### src/rtl/video_timing_gen.sv
// Parametrised raster timing generator: counters, registered syncs, blanking decode,
// line/frame strobes and frame counter. Optional interlace support via VTG_INTERLACE_EN.
module video_timing_gen #(
  parameter int H_ADDR     = 640,
  parameter int H_FRONT    = 16,
  parameter int H_SYNC     = 96,
  parameter int H_BACK     = 48,
  parameter int V_ADDR     = 480,
  parameter int V_FRONT    = 10,
  parameter int V_SYNC     = 2,
  parameter int V_BACK     = 33,
  parameter int H_SYNC_POL = 0,
  parameter int V_SYNC_POL = 0,
  parameter int CNT_W      = 10,
  parameter int FRAME_W    = 8
) (
  input  logic               clk,
  input  logic               reset,
  input  logic               ce,
`ifdef VTG_INTERLACE_EN
  input  logic               interlace,
  output logic               field,
`endif
  output logic               hsync,
  output logic               vsync,
  output logic [CNT_W-1:0]   hpos,
  output logic [CNT_W-1:0]   vpos,
  output logic               display_on,
  output logic               hblank,
  output logic               vblank,
  output logic               line_start,
  output logic               frame_start,
  output logic [FRAME_W-1:0] frame_count
);

  localparam int     H_TOTAL   = H_ADDR + H_FRONT + H_SYNC + H_BACK;
  localparam int     V_TOTAL   = V_ADDR + V_FRONT + V_SYNC + V_BACK;
  localparam longint CNT_RANGE = longint'(1) << CNT_W;

  if (H_ADDR == 0 || H_FRONT == 0 || H_SYNC == 0 || H_BACK == 0 ||
      V_ADDR == 0 || V_FRONT == 0 || V_SYNC == 0 || V_BACK == 0) begin : g_zero_len
    $fatal(1, "video_timing_gen: every timing length must be non-zero");
  end
  if (longint'(H_TOTAL) > CNT_RANGE || longint'(V_TOTAL) > CNT_RANGE) begin : g_too_wide
    $fatal(1, "video_timing_gen: H_TOTAL/V_TOTAL exceed 2^CNT_W");
  end
`ifdef VTG_INTERLACE_EN
  if (longint'(V_TOTAL) + 1 > CNT_RANGE) begin : g_il_too_wide
    $fatal(1, "video_timing_gen: interlaced V_TOTAL+1 exceeds 2^CNT_W");
  end
`endif

  // One extra bit so that totals equal to 2^CNT_W still compare correctly.
  localparam logic [CNT_W:0] H_ADDR_W   = (CNT_W+1)'(H_ADDR);
  localparam logic [CNT_W:0] H_LAST_W   = (CNT_W+1)'(H_TOTAL - 1);
  localparam logic [CNT_W:0] HS_START_W = (CNT_W+1)'(H_ADDR + H_FRONT);
  localparam logic [CNT_W:0] HS_END_W   = (CNT_W+1)'(H_ADDR + H_FRONT + H_SYNC);
  localparam logic [CNT_W:0] V_ADDR_W   = (CNT_W+1)'(V_ADDR);
  localparam logic [CNT_W:0] V_LAST_W   = (CNT_W+1)'(V_TOTAL - 1);
  localparam logic [CNT_W:0] VS_START_W = (CNT_W+1)'(V_ADDR + V_FRONT);
  localparam logic [CNT_W:0] VS_END_W   = (CNT_W+1)'(V_ADDR + V_FRONT + V_SYNC);
  localparam logic           HS_ACT     = (H_SYNC_POL != 0);
  localparam logic           VS_ACT     = (V_SYNC_POL != 0);

  logic [CNT_W-1:0]   hpos_q, hpos_d;
  logic [CNT_W-1:0]   vpos_q, vpos_d;
  logic [FRAME_W-1:0] frame_q, frame_d;
  logic               hsync_q, hsync_d;
  logic               vsync_q, vsync_d;
  logic [CNT_W:0]     v_last;
  logic               h_wrap, v_wrap;
`ifdef VTG_INTERLACE_EN
  logic               field_q, field_d;
`endif

  always_comb begin
`ifdef VTG_INTERLACE_EN
    // Odd field carries one extra blank line after the back porch.
    v_last  = field_q ? (CNT_W+1)'(V_TOTAL) : V_LAST_W;
    field_d = field_q;
`else
    v_last  = V_LAST_W;
`endif
    hpos_d  = hpos_q;
    vpos_d  = vpos_q;
    frame_d = frame_q;
    h_wrap  = ({1'b0, hpos_q} == H_LAST_W);
    v_wrap  = ({1'b0, vpos_q} == v_last);
    if (reset) begin
      hpos_d  = '0;
      vpos_d  = '0;
      frame_d = '0;
`ifdef VTG_INTERLACE_EN
      field_d = 1'b0;
`endif
    end else if (ce) begin
      if (h_wrap) begin
        hpos_d = '0;
        if (v_wrap) begin
          vpos_d  = '0;
          frame_d = frame_q + FRAME_W'(1);
`ifdef VTG_INTERLACE_EN
          field_d = interlace & ~field_q;
`endif
        end else begin
          vpos_d = vpos_q + CNT_W'(1);
        end
      end else begin
        hpos_d = hpos_q + CNT_W'(1);
      end
    end
    // Decoding the next position keeps the registered syncs aligned with hpos/vpos.
    hsync_d = (({1'b0, hpos_d} >= HS_START_W) && ({1'b0, hpos_d} < HS_END_W)) ? HS_ACT : ~HS_ACT;
    vsync_d = (({1'b0, vpos_d} >= VS_START_W) && ({1'b0, vpos_d} < VS_END_W)) ? VS_ACT : ~VS_ACT;
  end

  always_ff @(posedge clk) begin
    hpos_q  <= hpos_d;
    vpos_q  <= vpos_d;
    frame_q <= frame_d;
    hsync_q <= hsync_d;
    vsync_q <= vsync_d;
`ifdef VTG_INTERLACE_EN
    field_q <= field_d;
`endif
  end

`ifdef VTG_INTERLACE_EN
  assign field = field_q;
`endif
  assign hsync       = hsync_q;
  assign vsync       = vsync_q;
  assign hpos        = hpos_q;
  assign vpos        = vpos_q;
  assign frame_count = frame_q;
  assign hblank      = ({1'b0, hpos_q} >= H_ADDR_W);
  assign vblank      = ({1'b0, vpos_q} >= V_ADDR_W);
  assign display_on  = ~hblank & ~vblank;
  assign line_start  = ce & ~reset & (hpos_q == '0);
  assign frame_start = line_start & (vpos_q == '0);

endmodule

### config.mk
export PLATFORM = sky130hd
export DESIGN_NAME = video_timing_gen
export DESIGN_NICKNAME = d
export VERILOG_FILES = /design/src/rtl/video_timing_gen.sv
export SDC_FILE = /design/constraint.sdc
export NUM_CORES = 1
export LEC_CHECK = 0
export CAP_MARGIN = 20
export CELL_PAD_IN_SITES_DETAIL_PLACEMENT = 0
export CELL_PAD_IN_SITES_GLOBAL_PLACEMENT = 1
export CORE_MARGIN = 4
export CORE_UTILIZATION = 37
export DETAILED_ROUTE_END_ITERATION = 16
export PLACE_DENSITY_LB_ADDON = 0.1
export SLEW_MARGIN = 20
export SYNTH_ARGS = -nofsm -noshare
export SYNTH_HDL_FRONTEND = slang
export SYNTH_SLANG_ARGS = --single-unit
### constraint.sdc
create_clock -name clk -period 2.76 [get_ports clk]
set_clock_uncertainty 0.15 [all_clocks]
set_input_delay 0.414 -clock clk [delete_from_list [all_inputs] [get_ports clk]]
set_output_delay 0.414 -clock clk [all_outputs]
set_load 0.05 [all_outputs]
==> impl_metrics.py, run 1 <==
metrics = {
    "run_status": {
        "status": "complete, no violations",
    },
    "cts": {
        "cts_tree": "built",
        "htree_levels": 2,
        "cts_root_buffer": "clkbuf_8",
        "clk_pin_slew_ns": 0.07,
        "clockBufferDepth": 2,
        "post_cts_buffers": 0,
        "cts.repair.resized": 0,
        "cts_buffers": 5,
        "cts-hold-fix-buffers": 0,
        "cts.sinks": 30,
        "clk_latency_ns": 0.27,
    },
    "setup_path": {
        "path_class": "reg2out",
        "cp.required_ns": 2.20,
        "crit_path_max_incr_delay_ns": 0.35,
        "crit_slowest_cell": "dfxtp_2",
        "path_max_fanout": 7,
        "start_kind": "register",
        "crit_chain": "or2_4, nor3_1, nand4_1, nor4_4, and4_4, buf_12",
        "crit_arrival_ns": 1.96,
        "end_kind": "primary output",
    },
    "synth": {
        "synthCells": 198,
        "synth_top_family_by_area": "simple AND/OR/NAND/NOR gates",
        "synth_flop_cell": "dfxtp_1",
        "yosys.area.top_type_share_pct": 35.8,
        "synth_edf_count": 0,
        "synth_fa_ha_area_share_pct": 3.73,
        "synth.area.mux_share_pct": 0.597,
        "synth.distinct_cells": 42,
        "async_reset_ff_share_pct": 0,
        "synthesis.area_um2": 1680,
        "synth.most_common_cell": "dfxtp_1",
        "syn_avg_cell_area_um2": 8.47,
        "ys_warn_count": 0,
        "ys_top_cells_by_count": "30 x dfxtp_1, 27 x nor2_1, 16 x xnor2_1",
        "synthXorXnorAreaFrac_pct": 12.5,
        "yosysSeqAreaShare_pct": 35.8,
        "ys_ff_latch": 30,
        "synth_top_area_cell": "dfxtp_1",
        "synth_compound_area_share_pct": 8.65,
        "yosys-top-cells-area": "dfxtp_1 36%, xnor2_1 8.4%, nor2_1 6.0%",
        "synth_nets": 206,
        "synthSimpleGateAreaFrac_pct": 33.7,
    },
    "final_layout": {
        "fin_util_pct": 51.4,
        "drive_above_1_share_pct": 12.9,
        "syn_to_final_growth_pct": 34.4,
        "nFillCells": 413,
        "n_antenna_cell": 0,
        "final_net_count": 247,
    },
    "placement": {
        "hpwl_mm": 3.09,
        "io_buffers": 37,
        "gp_congestion": 0.792,
    },
    "timing": {
        "setup_violations": 0,
        "slew_violations": 0,
        "slew_headroom_pct": 65.5,
        "period_share_pct": 91.5,
        "hold_slack_ns": 0.375,
        "max_freq_mhz": 396,
        "grt_setup_unrepaired": "no",
        "fin_tns_setup_ns": 0,
        "hold_viol": 0,
        "worst_pin_slew_ns": 0.516,
        "post-route-min-period_ns": 2.52,
    },
    "detailed_routing": {
        "met3WireLength_um": 191,
        "wl_met1_mm": 2.06,
        "drt_iter0_drc": 58,
        "dr_total_vias": 1556,
        "first_pass_iters": 4,
        "route.detailed.drc": 0,
        "wire_per_inst_um": 14.6,
        "highest_layer": "met4",
        "wl_met2_mm": 1.97,
        "ant_nets": 0,
        "via_per_inst": 5.33,
        "drt-total-wl_mm": 4.25,
    },
    "power_and_ir_drop": {
        "power_density_nw_per_um2": 387,
        "vdd_drop_max_uv": 211,
        "leakagePower_nw": 0.780,
    },
    "floorplan": {
        "row_count": 24,
        "coreArea_um2": 4380,
        "die_h_um": 75.3,
        "start_util_pct": 38.3,
        "io_pins": 38,
        "dieArea_um2": 5680,
        "die_w_um": 75.3,
    },
    "grt": {
        "antenna_found_initial": 0,
        "grt_max_degree": 20,
        "grt_pass1_wl_mm": 7.16,
        "gr-total-overflow": 0,
        "grt_pass1_vias": 1477,
        "track_usage_pct": 16.2,
    },
    "hold_path": {
        "hold_path.class": "reg2reg",
    },
    "run": {
        "drv_cap": 0,
    },
}
## cell families after synthesis
group,after synthesis
AOI/OAI and AO/OA,22
DFF,30
xor gates and xnor gates,24
buffers and inverters,19
muxes,1
adders and majority gates,5
and+or+nand+nor,97
## critical path: cells and delay by family (launching register included)
family / cells / cell delay [ns]
and+or+nand+nor: 5 / 1.20
DFF: 1 / 0.35
buffers and inverters: 1 / 0.14
## metal layers
layer	vias up	global-route usage, %
met4	0	3.50
met1	735	22.6
met3	4	4.35
li1	781	-
met5	-	0
met2	36	25.0
## final cells by class
| type | count | area, um2 | share of cell area (%) |
|---|---|---|---|
| Clock buffer | 7 | 86.3 | 3.83 |
| Clock inverter | 1 | 5.00 | 0.222 |
| Inverter | 7 | 26.3 | 1.17 |
| Multi-Input combinational cell | 149 | 1010 | 44.8 |
| Sequential cell | 30 | 603 | 26.7 |
| Tap cell | 52 | 65.1 | 2.89 |
| Timing Repair Buffer | 46 | 458 | 20.3 |
## per-stage QoR
step	cells	power (mW)	instance area, um2	setup WS, ns
2_1_floorplan	198	0.489	1700	0.0113
3_3_place_gp	284	0.517	2160	0.283
3_5_place_dp	284	0.518	2160	0.260
4_1_cts	292	0.881	2250	0.207
5_1_grt	292	0.911	2250	0.0889
6_report	292	0.872	2250	0.236
## cell usage in the layout, fill, tap and decap left out, types with 5 or more instances in the layout
cell,n
buf_4,9
ha_1,5
o21ai_0,7
nor3_1,13
nor2_1,27
nand4_1,14
clkbuf_8,6
clkdlybuf4s50_1,35
nand3_1,7
a21oi_1,6
xnor2_1,16
nand2_1,9
inv_1,7
dfxtp_1,28
xor2_1,8
## sequential cells by signal (all words and copies together), names as in the netlist
name	cells
frame_count	8
hpos	10
hsync	1
vpos	10
vsync	1
## path summary, 6_finish.rpt
path                               start                     endpoint  slack, ns  depth (start not counted)
max                      hpos[5]$_DFF_P_                  frame_start       0.24                          6
min          frame_count[7]$_SDFFE_PP0P_  frame_count[7]$_SDFFE_PP0P_       0.37                          2
max reg2reg              hpos[0]$_DFF_P_  frame_count[6]$_SDFFE_PP0P_       0.55                          6
min reg2reg  frame_count[7]$_SDFFE_PP0P_  frame_count[7]$_SDFFE_PP0P_       0.37                          2
## power breakdown
group          internal [mW]  total [mW]  switching (mW)
logic                 0.0291      0.0675          0.0383
clock network          0.201       0.364           0.163
registers              0.436       0.441         0.00471
total                  0.666       0.872           0.206
Power figures use the tool's default switching activity.
==> inputs of run 2 (changes only) <==
clock period = 2.7 ns   (was 2.76 ns; I/O delays follow)
==> run 2 against run 1 <==
Net effect:
- hold slack better by 0.0032 ns
- sequential power rose by 2%
- wire length is 1.6% higher
- clock-buffer cell count is the same
- register-to-register slack worse by 0.05 ns
- worst setup slack got worse by 0.14 ns
- clock power grew 5%
- sequential share of layout area is 0.12 points higher
- highest routed layer unchanged
==> impl_metrics.py, run 2 (synthesis gave the netlist of run 1 again) <==
metrics = {
    "run_status": {
        "status": "complete, no violations",
    },
    "placement": {
        "io_buffers": 37,
        "hpwl_mm": 3.16,
        "dpl_cell_area_um2": 2170,
        "gp_congestion": 0.843,
        "placedCellCount": 284,
        "place_ws_ns": 0.252,
    },
    "final_layout": {
        "final_net_count": 247,
        "syn_to_final_growth_pct": 34.6,
        "stdcell_area_um2": 2260,
        "layout_common_cells": "35 x clkdlybuf4s50_1, 27 x nor2_1, 27 x dfxtp_1",
        "final_cells": 292,
        "fin_util_pct": 51.5,
        "n_antenna_cell": 0,
        "layout_commonest_cell": "clkdlybuf4s50_1",
        "drive_above_1_share_pct": 13.3,
    },
    "timing": {
        "setup_violations": 0,
        "hold_slack_ns": 0.378,
        "hold_viol": 0,
        "fin_tns_setup_ns": 0,
        "slew_violations": 0,
        "worst_pin_slew_ns": 0.511,
        "period_share_pct": 96.4,
        "setup_ws_ns": 0.0981,
        "grt_setup_unrepaired": "no",
        "slew_headroom_pct": 65.8,
        "max_freq_mhz": 384,
        "post-route-min-period_ns": 2.60,
    },
    "cts": {
        "clk_latency_ns": 0.28,
        "cts.repair.resized": 0,
        "cts.sinks": 30,
        "cts_root_buffer": "clkbuf_8",
        "clk_pin_slew_ns": 0.07,
        "cts_tree": "built",
        "clockBufferDepth": 2,
        "cts-hold-fix-buffers": 0,
        "post_cts_buffers": 0,
        "cts_buffers": 5,
        "htree_levels": 2,
    },
    "floorplan": {
        "start_util_pct": 38.3,
        "io_pins": 38,
        "row_count": 24,
        "dieArea_um2": 5680,
        "die_w_um": 75.3,
        "coreArea_um2": 4380,
        "die_h_um": 75.3,
    },
    "hold_path": {
        "hold_path.class": "reg2reg",
        "hold_end": "frame_count[7]$_SDFFE_PP0P_",
        "whs_path_depth": 2,
        "min_from": "frame_count[7]$_SDFFE_PP0P_",
    },
    "detailed_routing": {
        "wl_met2_mm": 1.97,
        "wire_per_inst_um": 14.8,
        "met3WireLength_um": 258,
        "via_per_inst": 5.32,
        "wl_met1_mm": 2.02,
        "route.detailed.drc": 0,
        "drt_iter0_drc": 90,
        "ant_nets": 0,
        "dr_total_vias": 1553,
        "highest_layer": "met4",
        "first_pass_iters": 4,
        "drt-total-wl_mm": 4.32,
    },
    "grt": {
        "grt_max_degree": 20,
        "track_usage_pct": 16.4,
        "grt_pass1_wl_mm": 7.02,
        "gr-total-overflow": 0,
        "antenna_found_initial": 0,
        "grt_pass1_vias": 1434,
    },
    "setup_path": {
        "crit_cells": 6,
        "crit_path_max_incr_delay_ns": 0.37,
        "path_class": "reg2out",
        "crit_arrival_ns": 2.05,
        "crit_chain": "or2_4, nor3_1, nand4_1, nor4_4, and4_4, buf_12",
        "crit_slowest_cell": "dfxtp_4",
        "path_max_fanout": 7,
        "path_buf_inv": 1,
        "start_kind": "register",
        "r2r_start": "hpos[1]$_DFF_P_",
        "cp_top_family": "simple AND/OR/NAND/NOR gates",
        "reg2regPathDepth": 6,
        "r2r_slack_ns": 0.50,
        "end_kind": "primary output",
        "cp.required_ns": 2.14,
        "rr_endpoint": "frame_count[6]$_SDFFE_PP0P_",
    },
    "power_and_ir_drop": {
        "power_density_nw_per_um2": 399,
        "p_total_mw": 0.901,
        "leakagePower_nw": 0.780,
        "vdd_drop_max_uv": 169,
    },
    "run": {
        "drv_cap": 0,
    },
}
==> run 2: worst max-delay path by stage <==
stage                                  end            start
6_report                       frame_start  hpos[5]$_DFF_P_
5_1_grt                        frame_start  hpos[5]$_DFF_P_
4_1_cts                        frame_start  hpos[5]$_DFF_P_
3_5_place_dp   frame_count[6]$_SDFFE_PP0P_               ce
3_3_place_gp                   frame_start            reset
2_1_floorplan                  frame_start  hpos[6]$_DFF_P_
==> run 2: power breakdown <==
| group | leakage (nW) | internal [mW] | switching, mW |
|---|---|---|---|
| clock network | 0.0482 | 0.206 | 0.178 |
| registers | 0.244 | 0.444 | 0.00454 |
| logic | 0.488 | 0.0298 | 0.0391 |
| total | 0.780 | 0.680 | 0.221 |
==> run 2: layout make-up <==
cell class | count | area [um2]
clock buffers | 7 | 86.3
flip-flops and latches | 30 | 607
inverters | 7 | 26.3
clock inverters | 1 | 5.00
multi-input cells | 149 | 1010
repair buffers | 46 | 458
fillers | 419 | 2130
well taps | 52 | 65.1
==> run 2: routing by layer <==
layer | GRT usage (%) | vias to the layer above
met5 | 0 | -
met1 | 21.7 | 716
met2 | 24.5 | 48
met3 | 4.62 | 6
met4 | 7.57 | 0
li1 | - | 783
==> run 2: worst register-to-register path: stages, from the launching register on <==
cell and delay [ns]:
dfxtp_1 0.41, ha_1 0.27, nand4_1 0.14, or4_4 0.61
nor4_2 0.31, xnor2_1 0.16, nor2_1 0.05
